### src/rtl/riscv_decode_stage.sv
// RV32I decode stage: raw instruction + PC in, ALU control/operand fields out.
// Ports: clk/rst_n/flush, in_* valid/ready from fetch, out_* valid/ready to execute.
module riscv_decode_stage #(
  parameter int XLEN = 32
) (
  input  logic            clk,
  input  logic            rst_n,
  input  logic            flush,
  input  logic            in_valid,
  output logic            in_ready,
  input  logic [31:0]     in_instr,
  input  logic [XLEN-1:0] in_pc,
  output logic            out_valid,
  input  logic            out_ready,
  output logic [XLEN-1:0] out_pc,
  output logic [2:0]      out_op_class,
  output logic            out_jalr,
  output logic            out_i_en,
  output logic            out_b_en,
  output logic [2:0]      out_funct3,
  output logic [6:0]      out_funct7,
  output logic [4:0]      out_rs1,
  output logic [4:0]      out_rs2,
  output logic [4:0]      out_rd,
  output logic [XLEN-1:0] out_imm,
  output logic            out_illegal
);

  typedef struct packed {
    logic [XLEN-1:0] pc;
    logic [2:0]      op_class;
    logic            jalr;
    logic            i_en;
    logic            b_en;
    logic [2:0]      funct3;
    logic [6:0]      funct7;
    logic [4:0]      rs1;
    logic [4:0]      rs2;
    logic [4:0]      rd;
    logic [XLEN-1:0] imm;
    logic            illegal;
  } dec_t;

  localparam logic [6:0] OPC_OP     = 7'b0110011;
  localparam logic [6:0] OPC_OPIMM  = 7'b0010011;
  localparam logic [6:0] OPC_BRANCH = 7'b1100011;
  localparam logic [6:0] OPC_LOAD   = 7'b0000011;
  localparam logic [6:0] OPC_STORE  = 7'b0100011;
  localparam logic [6:0] OPC_LUI    = 7'b0110111;
  localparam logic [6:0] OPC_AUIPC  = 7'b0010111;
  localparam logic [6:0] OPC_JAL    = 7'b1101111;
  localparam logic [6:0] OPC_JALR   = 7'b1100111;

  logic [6:0]      opc;
  logic [2:0]      f3;
  logic [6:0]      f7;
  logic [4:0]      rs1;
  logic [4:0]      rs2;
  logic [4:0]      rd;
  logic [XLEN-1:0] imm_i;
  logic [XLEN-1:0] imm_s;
  logic [XLEN-1:0] imm_b;
  logic [XLEN-1:0] imm_u;
  logic [XLEN-1:0] imm_j;
  dec_t            dec;

  assign opc = in_instr[6:0];
  assign f3  = in_instr[14:12];
  assign f7  = in_instr[31:25];
  assign rs1 = in_instr[19:15];
  assign rs2 = in_instr[24:20];
  assign rd  = in_instr[11:7];

  assign imm_i = {{20{in_instr[31]}}, in_instr[31:20]};
  assign imm_s = {{20{in_instr[31]}}, in_instr[31:25],
                  in_instr[11:7]};
  assign imm_b = {{19{in_instr[31]}}, in_instr[31], in_instr[7],
                  in_instr[30:25], in_instr[11:8], 1'b0};
  assign imm_u = {in_instr[31:12], 12'b0};
  assign imm_j = {{11{in_instr[31]}}, in_instr[31],
                  in_instr[19:12], in_instr[20],
                  in_instr[30:21], 1'b0};

  always_comb begin
    dec    = '0;
    dec.pc = in_pc;
    unique case (1'b1)
      opc == OPC_OP: begin
        dec.op_class = 3'd0;
        dec.funct3   = f3;
        dec.funct7   = f7;
        dec.rs1      = rs1;
        dec.rs2      = rs2;
        dec.rd       = rd;
        dec.illegal  = !(f7 == 7'h00 || f7 == 7'h20) ||
                       (f7 == 7'h20 && !(f3 == 3'd0 || f3 == 3'd5));
      end
      opc == OPC_OPIMM: begin
        dec.op_class = 3'd1;
        dec.i_en     = 1'b1;
        dec.funct3   = f3;
        dec.funct7   = f7;
        dec.rs1      = rs1;
        dec.rd       = rd;
        dec.imm      = imm_i;
        dec.illegal  = (f3 == 3'd1 && f7 != 7'h00) ||
                       (f3 == 3'd5 &&
                        !(f7 == 7'h00 || f7 == 7'h20));
      end
      opc == OPC_BRANCH: begin
        dec.op_class = 3'd2;
        dec.b_en     = 1'b1;
        dec.funct3   = f3;
        dec.rs1      = rs1;
        dec.rs2      = rs2;
        dec.imm      = imm_b;
        dec.illegal  = (f3 == 3'd2 || f3 == 3'd3);
      end
      opc == OPC_LOAD: begin
        dec.op_class = 3'd3;
        dec.funct3   = f3;
        dec.rs1      = rs1;
        dec.rd       = rd;
        dec.imm      = imm_i;
        dec.illegal  = (f3 == 3'd3 || f3 == 3'd6 || f3 == 3'd7);
      end
      opc == OPC_STORE: begin
        dec.op_class = 3'd4;
        dec.funct3   = f3;
        dec.rs1      = rs1;
        dec.rs2      = rs2;
        dec.imm      = imm_s;
        dec.illegal  = (f3 > 3'd2);
      end
      opc == OPC_LUI: begin
        dec.op_class = 3'd5;
        dec.rd       = rd;
        dec.imm      = imm_u;
      end
      opc == OPC_AUIPC: begin
        dec.op_class = 3'd6;
        dec.rd       = rd;
        dec.imm      = imm_u;
      end
      opc == OPC_JAL: begin
        dec.op_class = 3'd7;
        dec.b_en     = 1'b1;
        dec.rd       = rd;
        dec.imm      = imm_j;
      end
      opc == OPC_JALR: begin
        dec.op_class = 3'd7;
        dec.jalr     = 1'b1;
        dec.funct3   = f3;
        dec.rs1      = rs1;
        dec.rd       = rd;
        dec.imm      = imm_i;
        dec.illegal  = (f3 != 3'd0);
      end
      default: begin
        // Unknown opcode (includes instr[1:0] != 11):
        // raw register fields pass through, flagged illegal.
        dec.funct3  = f3;
        dec.rs1     = rs1;
        dec.rs2     = rs2;
        dec.rd      = rd;
        dec.illegal = 1'b1;
      end
    endcase
  end

  dec_t out_q;
  dec_t skid_q;
  logic skid_valid;
  logic in_xfer;
  logic out_free;

  assign in_xfer  = in_valid && in_ready;
  // Output register may load this cycle: empty or draining.
  assign out_free = !out_valid || out_ready;

  always_ff @(posedge clk) begin
    if (!rst_n) begin
      out_valid  <= 1'b0;
      skid_valid <= 1'b0;
      in_ready   <= 1'b1;
      out_q      <= '0;
      skid_q     <= '0;
    end else if (flush) begin
      out_valid  <= 1'b0;
      skid_valid <= 1'b0;
      in_ready   <= 1'b1;
    end else if (out_free) begin
      if (skid_valid) begin
        // in_ready is low while the skid is full, so
        // no input can arrive on this path.
        out_q      <= skid_q;
        out_valid  <= 1'b1;
        skid_valid <= 1'b0;
        in_ready   <= 1'b1;
      end else begin
        if (in_xfer) begin
          out_q <= dec;
        end
        out_valid <= in_xfer;
        in_ready  <= 1'b1;
      end
    end else if (in_xfer) begin
      skid_q     <= dec;
      skid_valid <= 1'b1;
      in_ready   <= 1'b0;
    end
  end

  assign out_pc       = out_q.pc;
  assign out_op_class = out_q.op_class;
  assign out_jalr     = out_q.jalr;
  assign out_i_en     = out_q.i_en;
  assign out_b_en     = out_q.b_en;
  assign out_funct3   = out_q.funct3;
  assign out_funct7   = out_q.funct7;
  assign out_rs1      = out_q.rs1;
  assign out_rs2      = out_q.rs2;
  assign out_rd       = out_q.rd;
  assign out_imm      = out_q.imm;
  assign out_illegal  = out_q.illegal;

endmodule

### config.mk
export PLATFORM = sky130hd
export DESIGN_NAME = riscv_decode_stage
export DESIGN_NICKNAME = d
export VERILOG_FILES = /design/src/rtl/riscv_decode_stage.sv
export SDC_FILE = /design/constraint.sdc
export NUM_CORES = 1
export LEC_CHECK = 0
export CORE_MARGIN = 5
export CORE_UTILIZATION = 52
export CTS_CLUSTER_SIZE = 16
export DETAILED_ROUTE_END_ITERATION = 10
export PLACE_DENSITY = 0.87
export SLEW_MARGIN = 20
export SYNTH_ARGS = -nofsm -noshare
export SYNTH_HDL_FRONTEND = slang
export SYNTH_SLANG_ARGS = --single-unit
### constraint.sdc
create_clock -name clk -period 2.6 [get_ports clk]
set_clock_uncertainty 0.1 [all_clocks]
set_input_delay 0.65 -clock clk [delete_from_list [all_inputs] [get_ports clk]]
set_output_delay 0.65 -clock clk [all_outputs]
set_load 0.02 [all_outputs]
[After elaboration in Yosys (flattened, before gate mapping)]
Index checks and enable logic that the tools add are counted.
Word-level totals
  register bits: 195
  output and inout bits: 98
  input port bits: 69
  word-level logic and storage cells: 93
Operators by class
  equal/unequal tests: 16
  bitwise logic cells: 3
  order comparisons: 1
  reduce and logical (&&, ||, !) cells: 32
  mux-type cells: 14
Operators by type and width (count)
  96-bit two-way mux: 2
  32-bit one-hot mux with 5 select lines: 1
  7-bit by 6-bit == test with 1-bit output, second input constant: 4
  7-bit == test, second input constant: 3
  3-bit one-hot mux with 7 select lines: 1
  5-bit two-way mux: 3
  7-bit by 5-bit == test with 1-bit output, second input constant: 2
  2-bit OR reduction: 6
  3-bit == test, second input constant: 3
  3-bit OR reduction: 3
  1-bit logical OR: 8
  7-bit by 2-bit == test with 1-bit output, second input constant: 1
  7-bit logical NOT: 1
  7-bit two-way mux: 1
  1-bit one-hot mux with 7 select lines: 1
  7-bit nonzero test: 1
  3-bit by 2-bit == test with 1-bit output, second input constant: 2
  3-bit AND reduction: 2
  6-bit OR reduction: 1
  1-bit logical AND: 4
  1-bit two-way mux: 4
  3-bit by 1-bit == test with 1-bit output, second input constant: 1
  3-bit by 2-bit > comparator with 1-bit output, second input constant: 1
  1-bit logical NOT: 3
  5 further kinds: 7

[Depth between registers and ports, before layout]
  word-level depth: 8
  depth in mapped cells: 7
  mapped depth without buffers: 5

[Worst setup path after synthesis]
Ideal clock, no wire load.
  path type: input to register
  start point: input in_instr[3]
  end point: register skid_q[38] (netlist name)
  path buffers: 1
  library setup time: 0.117 ns
  path slack: 0.475 ns
  stages: 5
  data arrival time: 1.908 ns
  cell sequence: buf_2 > or4_1 > a21oi_2 > nor2_1 > a32o_1
Between the ends
  word-level cells in the longest chain between the ends: 3
  elaborated cells between the ends (all ways): 8
  classes of those cells: eq/ne: 6; mux: 1; reduce/logical: 1
RTL lines
  start, declared: RTL line 11  | input logic [31:0] in_instr,
  7-bit by 5-bit == test with 1-bit output (tied with other cells): RTL line 98  | opc == OPC_OPIMM: begin
  6-bit OR reduction (no line) (*)
  5-bit two-way mux (*): RTL line 87  | unique case (1'b1)
  end signal, assigned: RTL line 188  | skid_q <= '0;
  end signal, assigned: RTL line 209  | skid_q <= dec;
  end, declared: RTL line 173  | dec_t skid_q;
Every way passes the cells marked *; elsewhere a longest branch is shown, timed or not.
A chain may end at the register's enable or synchronous reset.

[Final worst setup path]
  start point: register in_ready
  end point: output in_ready
RTL lines
  start, declared: RTL line 10  | output logic in_ready,
  start signal, assigned: RTL line 186  | in_ready <= 1'b1;
  start signal, assigned: RTL line 192  | in_ready <= 1'b1;
  start signal, assigned: RTL line 200  | in_ready <= 1'b1;
No word-level cell between the ends.

==> qor.json <==
{
  "floorplanning": {
    "core.rowCount": 47,
    "full_die_area_sq_um": 19300,
    "dieHeight_microns": 139,
    "floorplan.io_pins": 167,
    "start_util_pct": 52.6,
    "die_width_microns": 139,
    "floorplan.core_area_sq_um": 16400
  },
  "sta": {
    "slew_at_the_pin_closest_to_its_max_slew_limit_ns": 0.700,
    "timing.slew.headroom_pct": 53.3,
    "finalMaxSlewViolations": 0,
    "period_share_pct": 88.2,
    "shortest_period_the_worst_path_allows_ns": 2.29,
    "count_of_final_hold_check_violations": 0,
    "fmax_ghz": 0.436,
    "setup_viol_count_final": 0,
    "setup_tns_ns": 0,
    "rsz_0062_raised_after_global_routing": "no",
    "holdWs_ns": 0.353
  },
  "global_route": {
    "grt_start_max_net_pins": 138,
    "overall_track_demand_over_capacity_in_global_routing_pct": 24.2,
    "vias_in_the_first_global_route": 7726,
    "grt_antenna_before_repair": 0,
    "grt_first_pass_wirelength_mm": 39.0,
    "gr-total-overflow": 0
  },
  "flow_run": {
    "timing.max_cap.violations": 0
  },
  "clocking": {
    "cts_buffers": 17,
    "cts_tree": "done",
    "clock_path_buffers": 2,
    "cts_htree_levels": 4,
    "cts_setup_buffers": 0,
    "clock-root-buffer": "clkbuf_16",
    "cts.hold.buffers_added": 0,
    "clk-insertion-delay-late_ns": 0.44,
    "cts.clk_slew.worst_paths_ns": 0.07,
    "clock-sinks": 195,
    "cts_repair_resize_count": 0
  },
  "worst_setup_path": {
    "critical_path.reg2reg.startpoint": "skid_valid",
    "crit_fanout": 5,
    "critPathLaunch": "in_ready",
    "end_kind": "output pin",
    "crit_path_max_incr_delay_ns": 0.67,
    "worstPathArrival_ns": 1.54,
    "critical_path_type": "flip-flop to output pin",
    "critPathBufInv": 1,
    "crit_path_start_kind": "flip-flop",
    "path_delay_family": "buffers and inverters",
    "path_cells": "clkdlybuf4s50_1",
    "slowest_stage": "clkdlybuf4s50_1",
    "critPathRequiredTime_ns": 1.85
  },
  "detailed_routing": {
    "detail_route.iter0.violations": 507,
    "drtPass1Iterations": 5,
    "wl_per_cell_microns": 17.2,
    "routed_via_count": 8009,
    "antenna_left": 0,
    "total_routed_length_mm": 23.8,
    "detail_route.drc_violations": 0,
    "vias_per_cell": 5.77
  },
  "synthesis": {
    "yosys_most_used_dff": "dfxtp_1",
    "seq_area_frac_synth_pct": 45.2,
    "syn-instance-count": 996,
    "post_synth.cell_area_avg_sq_um": 8.67,
    "yosys_register_bits": 195,
    "synthTopCellsByArea": "dfxtp_1 (45%), nand2_1 (6.5%), o211a_1 (4.9%)",
    "yosys.area.top_type_share_pct": 45.2,
    "yosys_warnings": 0,
    "yosysTopAreaCell": "dfxtp_1",
    "number_of_synthesized_flops_with_an_enable_pin": 0,
    "syn-num-nets": 1065,
    "synth_cell_type_count": 61,
    "asyncSetResetFlopFracSynth_pct": 0,
    "syn_area_sq_um": 8630
  },
  "place": {
    "place.detailed.hpwl_mm": 15.9,
    "io_buf_count": 166,
    "placer_congestion_estimate": 0.911,
    "placedCellCount": 1356
  },
  "layout": {
    "layout-drive-gt1-share_pct": 10.0,
    "regArea_sq_um": 3910,
    "multi_input_comb_area_sq_um": 4310,
    "layout-area-overhead-vs-synth_pct": 32.7,
    "fillerInstances": 1206,
    "layout.nets": 1224,
    "post_layout_nonfiller_instances": 1388,
    "n_antenna_cell": 0,
    "layout.core_utilization_pct": 69.8
  },
  "power": {
    "power.leakage_uw": 0.00435,
    "power.density_nw_per_um2": 579,
    "design_power_total_uw": 6630,
    "ir_worst_vdd_v": 0.000475
  },
  "run_status": {
    "result_of_the_run": "finished, final reports clean"
  },
  "hold_path": {
    "holdCritStartpoint": "out_imm[24]",
    "timing.hold.worst.class": "flip-flop to flip-flop"
  }
}
[path summary, 6_finish.rpt]
kind / end / slack, ns / cells past startpoint
setup / recovery: in_ready / 0.31 / 1
hold / removal: out_imm[24] / 0.35 / 2
setup reg to reg: out_imm[16] / 0.71 / 4
hold reg to reg: out_imm[24] / 0.35 / 2
[report_power, final]
part           internal, uW  switching [uW]  leakage (uW)
combinational           420             441       0.00248
clock                  1370            1270      0.000285
sequential             3080            52.4       0.00159
[metrics by stage]
stage	area (sq um)	worst slack, ns
final	11500	0.307
after detailed placement	10900	-0.131
after CTS	11500	0.282
after global routing	11500	0.177
after floorplan	8630	0.475
after global placement	10900	-0.0680
[cell type report]
type                            instances  share of cell area [%]
Multi-Input combinational cell        694                    37.6
Sequential cell                       195                    34.1
Timing Repair Buffer                  235                    20.3
Clock buffer                           17                    3.72
Tap cell                              220                    2.40
Clock inverter                         15                    1.43
Inverter                               12                   0.393
[registers in the layout (all words and copies together) (netlist names), 3 cells and up]
register	flops
out_rs1	5
out_rs2	5
out_funct7	7
out_imm	32
out_funct3	3
out_op_class	3
skid_q	96
out_rd	5
out_pc	32
[per-layer routing]
layer / global-route usage [%] / part of all wire [%]
met5: 0 / 0
met2: 40.3 / 48
met4: 8.24 / 2.7
met1: 29.4 / 41
met3: 8.31 / 8.4
[cells in the mapped netlist (all sizes together) (6+ instances only)]
cell	instances
a211oi	7
a21boi	59
a21oi	85
a221o	12
a221oi	15
a22oi	7
and2	6
buf	34
clkbuf	61
dfxtp	195
inv	12
mux2i	32
nand2	150
nand2b	16
nand3	37
nand3b	16
nor2	39
nor2b	27
nor3b	14
o211a	42
o211ai	9
o21ai	64
o31ai	9
[cells in the final DEF, fill, tap and decap left out, types with 3 or more instances in the layout]
master,n
nand3b_1,16
nor4_1,3
a221o_1,12
nand2b_1,16
o31ai_1,8
inv_8,4
buf_4,58
a2bb2oi_1,5
inv_6,4
buf_12,12
nor2_1,37
a211oi_1,7
o211ai_1,9
a22oi_1,7
clkdlybuf4s50_1,165
mux2i_1,32
o21ai_0,64
a21boi_0,47
a32o_1,5
a21oi_1,83
nor3b_1,13
and2_1,4
a21boi_1,12
or3_1,3
nand2_1,150
a221oi_1,15
nor3_1,4
nor2b_1,27
inv_1,12
nand3_1,35
dfxtp_1,194
o211a_1,42
a31oi_1,5
clkbuf_16,17
[logic make-up after synthesis]
family | share of synthesized area (%)
multiplexers | 3.89
flip-flops | 45.2
buffers and inverters | 5.12
AND/OR/NAND/NOR | 18.6
XOR/XNOR | 0.203
AO/OA/AOI/OAI | 27.0
No activity file was read; power rests on OpenSTA's default activity.
